## src/rtl/teclado_matricial.sv

```systemverilog
`default_nettype none
// ============================================================================
// Module   : teclado_matricial
// Brief    : 4x4 membrane keypad scanner with column synchronizer, press and
//            release debounce, and a single-strobe 5-bit key encoder.
// Revision : 1.0 - initial release
// ============================================================================
module teclado_matricial #(
    parameter int SCAN_DIV = 1000,
    parameter int DEBOUNCE = 500000
) (
    input  logic       clk,
    input  logic       rst,
    input  logic [3:0] col,
    output logic [3:0] fila,
    output logic [4:0] digito,
    output logic       cambio_digito
);

    localparam int CNT_MAX = (SCAN_DIV > DEBOUNCE) ? SCAN_DIV : DEBOUNCE;
    localparam int CW      = (CNT_MAX > 2) ? $clog2(CNT_MAX) : 1;

    localparam logic [CW-1:0] c_scan_last = CW'(SCAN_DIV - 1);
    localparam logic [CW-1:0] c_deb_last  = CW'(DEBOUNCE - 1);
    localparam logic [CW-1:0] c_cnt_one   = CW'(1);

    localparam logic [1:0] c_st_scan = 2'd0;
    localparam logic [1:0] c_st_deb  = 2'd1;
    localparam logic [1:0] c_st_held = 2'd2;

    logic [3:0]    r_sync1;
    logic [3:0]    r_sync2;
    logic [1:0]    r_state;
    logic [CW-1:0] r_cnt;
    logic [1:0]    r_row;
    logic [1:0]    r_col;
    logic [3:0]    r_pat;

    logic [1:0]    w_state_nx;
    logic [CW-1:0] w_cnt_nx;
    logic [1:0]    w_row_nx;
    logic [1:0]    w_col_nx;
    logic [3:0]    w_pat_nx;
    logic [4:0]    w_dig_nx;
    logic          w_strobe_nx;
    logic [3:0]    w_low;
    logic          w_one_low;
    logic [1:0]    w_col_idx;

    function automatic logic [4:0] key_code(input logic [1:0] row, input logic [1:0] k);
        logic [4:0] code;
        case ({row, k})
            4'h0: code = 5'h01;
            4'h1: code = 5'h02;
            4'h2: code = 5'h03;
            4'h3: code = 5'h0A;
            4'h4: code = 5'h04;
            4'h5: code = 5'h05;
            4'h6: code = 5'h06;
            4'h7: code = 5'h0B;
            4'h8: code = 5'h07;
            4'h9: code = 5'h08;
            4'hA: code = 5'h09;
            4'hB: code = 5'h0C;
            4'hC: code = 5'h0E;
            4'hD: code = 5'h00;
            4'hE: code = 5'h0F;
            default: code = 5'h0D;
        endcase
        return code;
    endfunction

    assign fila = ~(4'b0001 << r_row);

    // Exactly one active column; several at once is treated as ghosting.
    assign w_low     = ~r_sync2;
    assign w_one_low = (w_low != 4'd0) && ((w_low & (w_low - 4'd1)) == 4'd0);

    always_comb begin
        w_col_idx = 2'd0;
        case (w_low)
            4'b0010: w_col_idx = 2'd1;
            4'b0100: w_col_idx = 2'd2;
            4'b1000: w_col_idx = 2'd3;
            default: w_col_idx = 2'd0;
        endcase
    end

    always_comb begin
        w_state_nx  = r_state;
        w_cnt_nx    = r_cnt;
        w_row_nx    = r_row;
        w_col_nx    = r_col;
        w_pat_nx    = r_pat;
        w_dig_nx    = digito;
        w_strobe_nx = 1'b0;
        case (r_state)
            c_st_scan: begin
                if (r_cnt == c_scan_last) begin
                    w_cnt_nx = '0;
                    if (w_one_low) begin
                        w_state_nx = c_st_deb;
                        w_col_nx   = w_col_idx;
                        w_pat_nx   = r_sync2;
                    end else begin
                        w_row_nx = r_row + 2'd1;
                    end
                end else begin
                    w_cnt_nx = r_cnt + c_cnt_one;
                end
            end
            c_st_deb: begin
                if (r_sync2 != r_pat) begin
                    w_state_nx = c_st_scan;
                    w_row_nx   = r_row + 2'd1;
                    w_cnt_nx   = '0;
                end else if (r_cnt == c_deb_last) begin
                    w_state_nx  = c_st_held;
                    w_cnt_nx    = '0;
                    w_dig_nx    = key_code(r_row, r_col);
                    w_strobe_nx = 1'b1;
                end else begin
                    w_cnt_nx = r_cnt + c_cnt_one;
                end
            end
            c_st_held: begin
                // Only an unbroken run of all-high columns counts as release.
                if (r_sync2 != 4'hF) begin
                    w_cnt_nx = '0;
                end else if (r_cnt == c_deb_last) begin
                    w_state_nx = c_st_scan;
                    w_row_nx   = r_row + 2'd1;
                    w_cnt_nx   = '0;
                end else begin
                    w_cnt_nx = r_cnt + c_cnt_one;
                end
            end
            default: begin
                w_state_nx = c_st_scan;
                w_cnt_nx   = '0;
            end
        endcase
    end

    always_ff @(posedge clk) begin
        if (rst) begin
            r_sync1       <= 4'hF;
            r_sync2       <= 4'hF;
            r_state       <= c_st_scan;
            r_cnt         <= '0;
            r_row         <= 2'd0;
            r_col         <= 2'd0;
            r_pat         <= 4'hF;
            digito        <= 5'h1F;
            cambio_digito <= 1'b0;
        end else begin
            r_sync1       <= col;
            r_sync2       <= r_sync1;
            r_state       <= w_state_nx;
            r_cnt         <= w_cnt_nx;
            r_row         <= w_row_nx;
            r_col         <= w_col_nx;
            r_pat         <= w_pat_nx;
            digito        <= w_dig_nx;
            cambio_digito <= w_strobe_nx;
        end
    end

endmodule
`default_nettype wire
```

## config.mk

```make
export PLATFORM = sky130hd
export DESIGN_NAME = teclado_matricial
export DESIGN_NICKNAME = d
export VERILOG_FILES = /design/src/rtl/teclado_matricial.sv
export SDC_FILE = /design/constraint.sdc
export NUM_CORES = 1
export LEC_CHECK = 0
export CAP_MARGIN = 5
export CORE_MARGIN = 4
export CORE_UTILIZATION = 62
export DETAILED_ROUTE_END_ITERATION = 6
export GPL_ROUTABILITY_DRIVEN = 0
export PLACE_DENSITY = 0.87
export SLEW_MARGIN = 25
export SYNTH_ARGS = -nofsm -noshare
export SYNTH_HDL_FRONTEND = slang
export SYNTH_SLANG_ARGS = --single-unit
```

## constraint.sdc

```tcl
create_clock -name clk -period 4.9 [get_ports clk]
set_clock_uncertainty 0.05 [all_clocks]
set_input_delay 0.98 -clock clk [delete_from_list [all_inputs] [get_ports clk]]
set_output_delay 0.98 -clock clk [all_outputs]
set_load 0.02 [all_outputs]
```

* Yosys cells after proc, flatten, opt, wreduce, memory -nomap -nowiden
Memories as Yosys holds them, arrays and structs flattened. A register that Yosys moved wholly into a read port is not among the register bits.
Cells that the tools add are included.
** Storage, ports and cells
- Register bits :: 43
- Memory bits (read-only) :: 64
- Input port bits :: 6
- Word-level logic and storage cells :: 65
- Memories kept :: 1
** Cells by class
- Add/subtract/negate cells :: 3
- Eq/ne operators :: 16
- Shift operators :: 1
- Mux-type cells :: 20
- Bitwise logic cells :: 5
- Reduce and logical (&&, ||, !) cells :: 10
** Memories
- (no name shown) :: depth 16, bits a word 4, read ports 1, clocked after Yosys merged registers in 1, wr ports 0, RTL line 52 : case ({row, k})
** Operator list (number)
- 19-bit 2-to-1 mux :: 4
- 19-bit case mux with 3 select lines :: 1
- 2-bit 2-to-1 mux :: 11
- 19-bit by 1-bit adder with 19-bit output, second input constant :: 1
- 19-bit by 10-bit equality test with 1-bit output, second input constant :: 1
- 19-bit equality test, second input constant :: 1
- 2-bit case mux with 3 select lines :: 3
- 2-bit inequality test, second input constant :: 6
- 4-bit inverter :: 2
- 3-bit AND reduction :: 2
- 6-bit AND reduction :: 1
- 5-bit AND reduction :: 1
- 4-bit bitwise AND :: 1
- 4-bit by 2-bit equality test with 1-bit output, second input constant :: 1
- 4-bit by 3-bit equality test with 1-bit output, second input constant :: 1
- 4-bit equality test, second input constant :: 1
- 4-bit zero test :: 1
- 4-bit inequality test :: 1
- 4-bit inequality test, second input constant :: 1
- 4-bit nonzero test :: 1
- 1-bit by 2-bit << shifter with 4-bit output, first input constant :: 1
- 4-bit by 1-bit subtractor with 4-bit output, second input constant :: 1
- 3-bit inequality test, second input constant :: 1
- 3-bit nonzero test :: 1
- other kinds (8) :: 9

* Longest topological paths before layout
Gate-level depths: netlist (run 1).
- Word-level depth :: 8
- Gate-level depth with buffers :: 7

* Worst setup path before layout (run 1)
OpenSTA, ideal clock, no wires.
- Path kind :: reg-to-reg
- From :: register r_cnt[0]
- To :: register r_cnt[10]
- Library setup time :: 0.132 ns
- Arrival :: 1.910 ns
- Setup slack :: 2.808 ns
- Stages on the path, launching flop included :: 8
- Path buffers :: 1
- Period minus slack after synthesis :: 2.092 ns
- Cell sequence :: dfxtp_1 > ha_1 > nor4bb_1 > nand2_1 > or4_4 > a22oi_4 > buf_4 > nor3_1
** On the way
- Cells in the longest elaborated chain, start to end :: 4
- Elaborated cells between the ends (all ways) :: 8
** RTL lines
- start: declaration :: RTL line 34 : logic [CW-1:0] r_cnt;
- start signal: assignment :: RTL line 160 : r_cnt <= w_cnt_nx;
- 19-bit by 1-bit adder with 19-bit output or 19-bit equality test (tied branches)
- 19-bit 2-to-1 mux :: RTL line 117, 130
- 19-bit 2-to-1 mux, on equally long branches :: RTL line 128, 113
- 19-bit case mux with 3 select lines (*) :: RTL line 97 : case (r_state)
Mark *: on every way between the ends. The rest lies on a longest branch, timed or not.
A chain may end at the register's enable or synchronous reset.

* Worst setup path in the final report (run 1)
- From :: register r_row[0]
- To :: output fila[0]
** On the way
- Cells in the longest elaborated chain, start to end :: 2
** RTL lines
- start: declaration :: RTL line 35 : logic [1:0] r_row;
- start signal: assignment :: RTL line 161 : r_row <= w_row_nx;
- 1-bit by 2-bit << shifter with 4-bit output :: RTL line 73 : assign fila = ~(4'b0001 << r_row);
- 4-bit inverter :: RTL line 73
- end: declaration :: RTL line 15 : output logic [3:0] fila,
Every way passes these cells.

==> impl_metrics.json, run 1 <==
{
  "critPathCapture": "fila[0]",
  "grt_start_max_net_pins": 32,
  "cts_sinks": 43,
  "fp.dieH_um": 67.1,
  "holdCritPathClass": "reg2reg",
  "clockRootBuffer": "clkbuf_4",
  "power_frac_seq_pct": 54.8,
  "diodes": 0,
  "first_pass_iters": 5,
  "path_class": "reg2out",
  "ys_warn_count": 0,
  "synth_top_flop_cell": "dfxtp_1",
  "synth_area_leaders": "dfxtp_1 (40%), xor2_1 (6.1%), ha_1 (5.8%)",
  "antenna_left": 0,
  "switching_share_pct": 19.9,
  "rr_startpoint": "r_cnt[0]$_SDFF_PP0_",
  "gr-total-overflow": 0,
  "p_leak_nw": 0.903,
  "vdd_drop_max_mv": 0.246,
  "syn_avg_cell_area_um2": 8.76,
  "fillerInstances": 299,
  "r2r_end": "r_cnt[14]$_SDFF_PP0_",
  "post_cts_buffers": 0,
  "syn_area_um2": 2160,
  "rows": 21,
  "cellPowerDensity_nw_per_um2": 272,
  "antenna_found_initial": 0,
  "arrival_ns": 1.90,
  "worstRegToRegCells": 6,
  "cp_max_fo": 8,
  "period_minus_slack_ns": 2.93,
  "p_int_mw": 0.527,
  "fmax_mhz": 341,
  "maxCapViolCount": 0,
  "yosysSeqAreaShare_pct": 39.8,
  "grt_pass1_wl_um": 7060,
  "clk-insertion-delay-late_ns": 0.35,
  "fin_nets": 273,
  "ys_ff_latch": 43,
  "syn_inst": 247,
  "wl_um": 3980,
  "cts_tree": "done",
  "drive_gt1_share_pct": 9.30,
  "port_buffers": 15,
  "dp_slack_ns": 2.36,
  "initial_utilization_pct": 64.3,
  "relSlewSlack_pct": 51.7,
  "register_area_um2": 861,
  "outcome": "finished, final reports clean",
  "total_power_mw": 0.658,
  "first_global_vias": 1591,
  "syn2layout_area_growth_pct": 11.7,
  "rsz0062_at_grt": "no",
  "drt_iter0_drc": 111,
  "multi_input_area_um2": 1190,
  "finalHoldViolations": 0,
  "period_share_pct": 59.8,
  "fin_ws_ns": 1.97,
  "post_cts_resized": 0,
  "drc": 0,
  "dp.cells": 296,
  "fin_tns_setup_ns": 0,
  "yosysUniqueCellTypes": 40,
  "cts_max_path_buffers": 2,
  "setup_violations": 0,
  "htreeDepth": 2,
  "start_kind": "register",
  "path_clk_slew_ns": 0.12,
  "min_from": "r_sync1[3]$_SDFF_PP1_",
  "power.share.clock_pct": 40.9,
  "tightest_slew_ns": 0.718,
  "synth_top_area_share_pct": 39.8,
  "numCtsBuffers": 5,
  "die_area_um2": 4500,
  "grt_usage_pct": 20.6,
  "dpl.hpwl_um": 2900,
  "slew_violations": 0,
  "setup.worst_path.start": "r_row[0]$_SDFFE_PP0P_",
  "die_w_um": 67.1,
  "synth_area_leader_cell": "dfxtp_1",
  "regToRegSetupSlack_ns": 2.58,
  "required_ns": 3.87,
  "syn-num-nets": 263,
  "combPwrFrac_pct": 4.3,
  "holdBufCountCts": 0,
  "num_io_pins": 16,
  "routedWlPerCell_um": 13.1,
  "synth-edff-count": 0,
  "final_cells": 304,
  "switchingPower_mw": 0.131,
  "async_flop_share_pct": 0,
  "end_kind": "output pin",
  "core_area_um2": 3360,
  "dr_total_vias": 1764,
  "vias_per_cell": 5.80
}
-- per-stage QoR --
step                hold slack (ns)  utilization, %  instance area (µm²)
finish                        0.372            71.9                 2420
global route                  0.394            71.9                 2420
CTS                           0.375            71.9                 2420
detailed placement            0.345            68.9                 2320
global placement              0.340            68.9                 2320
floorplan                     0.339               -                 2160
-- cell usage after synthesis (2+ instances only) --
cell type   n
dfxtp_1    43
nand2_1    23
nor3_1     20
nand3_1    19
xor2_1     15
nor2_1     13
inv_1      12
ha_1       10
clkbuf_1    9
or2_2       9
xnor2_1     9
nand4_1     8
o21ai_0     8
nor4_1      7
a21oi_1     5
o211ai_1    4
and3_1      3
mux2i_1     3
a31oi_1     2
buf_2       2
nor4bb_1    2
o211a_1     2
or4_1       2
-- worst max-delay path, stage by stage, from the launching register on --
cell             delay (ns)
dfxtp_1                0.49
inv_1                  0.19
ha_1                   0.24
inv_1                  0.05
clkdlybuf4s50_1        0.59
-- power by group through the flow --
stage	registers, mW	clock network [mW]	logic [mW]
global route	0.362	0.288	0.0325
floorplan	0.365	0	0.0235
CTS	0.361	0.274	0.0285
global placement	0.368	0	0.0278
detailed placement	0.369	0	0.0284
finish	0.361	0.269	0.0286
-- sequential cells by signal, indices dropped and copies added, names as in the netlist --
name           flops
r_state            2
r_sync1            4
r_sync2            4
digito             5
r_cnt             19
r_row              2
r_col              2
r_pat              4
cambio_digito      1
-- cell type report --
cell class,instances,share of cell area [%]
Multi-Input combinational cell,179,49.4
Clock inverter,2,2.48
Clock buffer,6,1.71
Timing Repair Buffer,16,6.52
Sequential cell,43,35.6
Tap cell,46,2.38
Inverter,12,1.86
-- cells by family after synthesis --
group	synth area share, %
xor+xnor	9.72
simple gates	28.3
flops	39.8
fa+ha+maj	5.78
compound gates	8.44
mux	2.95
buf+inv	4.97
-- placed cells by master (no fill, tap or decap), types with 2 or more instances in the layout --
| master | count |
|---|---|
| or4_1 | 2 |
| xor2_1 | 15 |
| bufinv_16 | 2 |
| nand4_1 | 8 |
| and3_1 | 3 |
| a31oi_1 | 2 |
| o21ai_0 | 8 |
| nor4bb_1 | 2 |
| mux2i_1 | 3 |
| dfxtp_1 | 43 |
| ha_1 | 10 |
| or2_2 | 9 |
| a21oi_1 | 5 |
| clkdlybuf4s50_1 | 15 |
| clkbuf_4 | 5 |
| o211ai_1 | 4 |
| nor4_1 | 7 |
| nor3_1 | 20 |
| nand2_1 | 23 |
| xnor2_1 | 9 |
| nand3_1 | 19 |
| nor2_1 | 13 |
| inv_1 | 12 |
| o211a_1 | 2 |
-- worst min-delay path by stage --
stage	slack (ns)	end	cells past startpoint
finish	0.37	r_sync2[3]$_SDFF_PP1_	1
global route	0.39	r_sync2[3]$_SDFF_PP1_	1
CTS	0.37	r_sync2[3]$_SDFF_PP1_	1
detailed placement	0.35	r_sync2[3]$_SDFF_PP1_	1
global placement	0.34	r_sync2[1]$_SDFF_PP1_	1
floorplan	0.34	r_sync2[0]$_SDFF_PP1_	1
-- routing by layer --
layer / track usage, % / part of all wire [%] / up-vias
li1: - / - / 887
met1: 25.8 / 44 / 818
met2: 33.7 / 48 / 52
met3: 5.06 / 5.7 / 7
met4: 8.10 / 1.9 / 0
met5: 0 / 0 / -
No activity file was read; power rests on OpenSTA's default activity.
==> run 2: changes to the inputs <==
- CORE_UTILIZATION: 62 -> 58
- PLACE_DENSITY: 0.87 -> 0.82
- clock period: 4.9 -> 3 ns (I/O delays scaled with it)
==> run 2 against run 1 <==
Against the previous run:
- non-clock buffer count grew 1
- die area grew 6.1%
- global-route usage shrank 3.8 points
- clock power grew 95%
- count of clock-buffer cells in the layout shrank 1
- worst hold slack lost 0.0093 ns
- via count shrank 1.9%
- sequential share of layout area shrank 0.62 points
- worst setup slack lost 1.4 ns
- register-to-register slack lost 1.9 ns
- highest routed layer unchanged
==> impl_metrics.json, run 2 (synthesis results as in run 1) <==
{
  "largest_reg_flops": 19,
  "grt_start_max_net_pins": 21,
  "worstRegToRegCells": 6,
  "clk-insertion-delay-late_ns": 0.29,
  "core_area_um2": 3470,
  "holdBufCountCts": 0,
  "final_cells": 305,
  "start_kind": "register",
  "post_cts_resized": 0,
  "syn2layout_area_growth_pct": 13.7,
  "num_io_pins": 16,
  "path_clk_slew_ns": 0.08,
  "antenna_found_initial": 0,
  "cp_max_fo": 8,
  "p_int_mw": 0.934,
  "power_frac_seq_pct": 50.7,
  "outcome": "finished, final reports clean",
  "dp.cells": 297,
  "wl_um": 3970,
  "hold-path-cell-count": 1,
  "fmax_mhz": 407,
  "period_share_pct": 81.8,
  "cpMostUsedCell": "inv_1",
  "slew_violations": 0,
  "holdCritPathClass": "reg2reg",
  "numCtsBuffers": 5,
  "worstPathCellList": "inv_1 -> ha_1 -> inv_1 -> clkdlybuf4s50_1",
  "grt_usage_pct": 16.8,
  "period_minus_slack_ns": 2.46,
  "die_w_um": 69.1,
  "path_class": "reg2out",
  "cts_sinks": 43,
  "routedWlPerCell_um": 13.0,
  "cts_max_path_buffers": 2,
  "rows": 21,
  "reg.largest.list": "r_cnt x19, digito x5",
  "antenna_left": 0,
  "post_cts_buffers": 0,
  "arrival_ns": 1.81,
  "setup_violations": 0,
  "rsz0062_at_grt": "no",
  "first_global_vias": 1558,
  "top_register": "r_cnt",
  "power.share.clock_pct": 45.1,
  "clockRootBuffer": "clkbuf_8",
  "end_kind": "output pin",
  "first_pass_iters": 4,
  "r2r_end": "r_cnt[18]$_SDFF_PP0_",
  "regToRegSetupSlack_ns": 0.69,
  "switching_share_pct": 19.5,
  "vdd_drop_max_mv": 0.389,
  "dr_total_vias": 1730,
  "fin_tns_setup_ns": 0,
  "finalHoldViolations": 0,
  "holdPathEnd": "r_sync2[2]$_SDFF_PP1_",
  "initial_utilization_pct": 62.4,
  "gr-total-overflow": 0,
  "htreeDepth": 2,
  "dp_slack_ns": 0.708,
  "fp.dieH_um": 69.1,
  "dpl.hpwl_um": 2830,
  "combPwrFrac_pct": 4.1,
  "relSlewSlack_pct": 45.8,
  "drt_iter0_drc": 132,
  "cellPowerDensity_nw_per_um2": 472,
  "final_cell_mix": "dfxtp_1 (43), nand2_1 (23), nor3_1 (20)",
  "p_leak_nw": 0.920,
  "maxCapViolCount": 0,
  "drive_gt1_share_pct": 10.0,
  "drc": 0,
  "fillerInstances": 288,
  "min_from": "r_sync1[2]$_SDFF_PP1_",
  "cts_tree": "done",
  "diodes": 0,
  "grt_pass1_wl_um": 6830,
  "switchingPower_mw": 0.227,
  "final_common_cell": "dfxtp_1",
  "required_ns": 2.35,
  "fin_ws_ns": 0.545,
  "tightest_slew_ns": 0.806,
  "fin_nets": 274,
  "vias_per_cell": 5.67,
  "die_area_um2": 4770,
  "port_buffers": 15,
  "max_stage_delay_ns": 0.59,
  "rr_startpoint": "r_cnt[0]$_SDFF_PP0_",
  "critPathSlowestCell": "clkdlybuf4s50_1"
}
[run 2: cell types whose count changed in the layout (fill, tap and decap cells not counted)]
cell        change
clkinvlp_4      +1
clkbuf_4        -5
clkbuf_1        -1
buf_4           +1
clkbuf_8        +5
[run 2: how the worst max path moves through the flow]
stage / startpoint / endpoint / slack, ns / depth (start not counted)
after floorplan: r_cnt[0]$_SDFF_PP0_ / r_cnt[10]$_SDFF_PP0_ / 0.91 / 7
after global placement: r_cnt[0]$_SDFF_PP0_ / r_cnt[16]$_SDFF_PP0_ / 0.77 / 6
after detailed placement: r_cnt[0]$_SDFF_PP0_ / r_cnt[16]$_SDFF_PP0_ / 0.71 / 6
after CTS: r_row[0]$_SDFFE_PP0P_ / fila[0] / 0.53 / 4
after global routing: r_row[0]$_SDFFE_PP0P_ / fila[0] / 0.40 / 4
final: r_row[0]$_SDFFE_PP0P_ / fila[0] / 0.54 / 4
[run 2: layout make-up]
class	instances	area, µm²	share of cell area, %
clock buffer	5	68.8	2.80
sequential	43	861	35.0
multi-input combinational	179	1190	48.6
timing repair buffer	17	165	6.71
tap	46	57.6	2.34
inverter	12	45.0	1.83
clock inverter	3	67.6	2.75
[run 2: worst max-delay path, delay by kind of cell, from the launching register on]
kind | cells | cell delay [ns]
adder cells (fa/ha/maj) | 1 | 0.23
buffers and inverters | 3 | 0.82
flip-flops | 1 | 0.47
[run 2: through the flow]
stage	util, %	hold WS, ns	power, mW	instance area [µm²]
3_3_place_gp	67.0	0.341	0.649	2320
5_1_grt	70.9	0.375	1.21	2460
2_1_floorplan	-	0.339	0.635	2160
6_report	70.9	0.363	1.16	2460
3_5_place_dp	67.0	0.344	0.651	2320
4_1_cts	70.9	0.364	1.18	2460
[run 2: per-layer routing]
metal | routed length [µm] | GRT usage [%] | share of wire, %
met1 | 1810 | 20.7 | 46
met2 | 1960 | 29.1 | 49
met3 | 168 | 4.36 | 4.2
met4 | 38 | 4.12 | 0.96
met5 | 0 | 0 | 0
[run 2: power groups by stage]
| stage | Combinational (mW) | Sequential (mW) | Clock (mW) |
|---|---|---|---|
| finish | 0.0481 | 0.589 | 0.524 |
| CTS | 0.0485 | 0.589 | 0.539 |
| global route | 0.0545 | 0.590 | 0.566 |
| floorplan | 0.0384 | 0.596 | 0 |
| detailed placement | 0.0483 | 0.602 | 0 |
| global placement | 0.0476 | 0.601 | 0 |
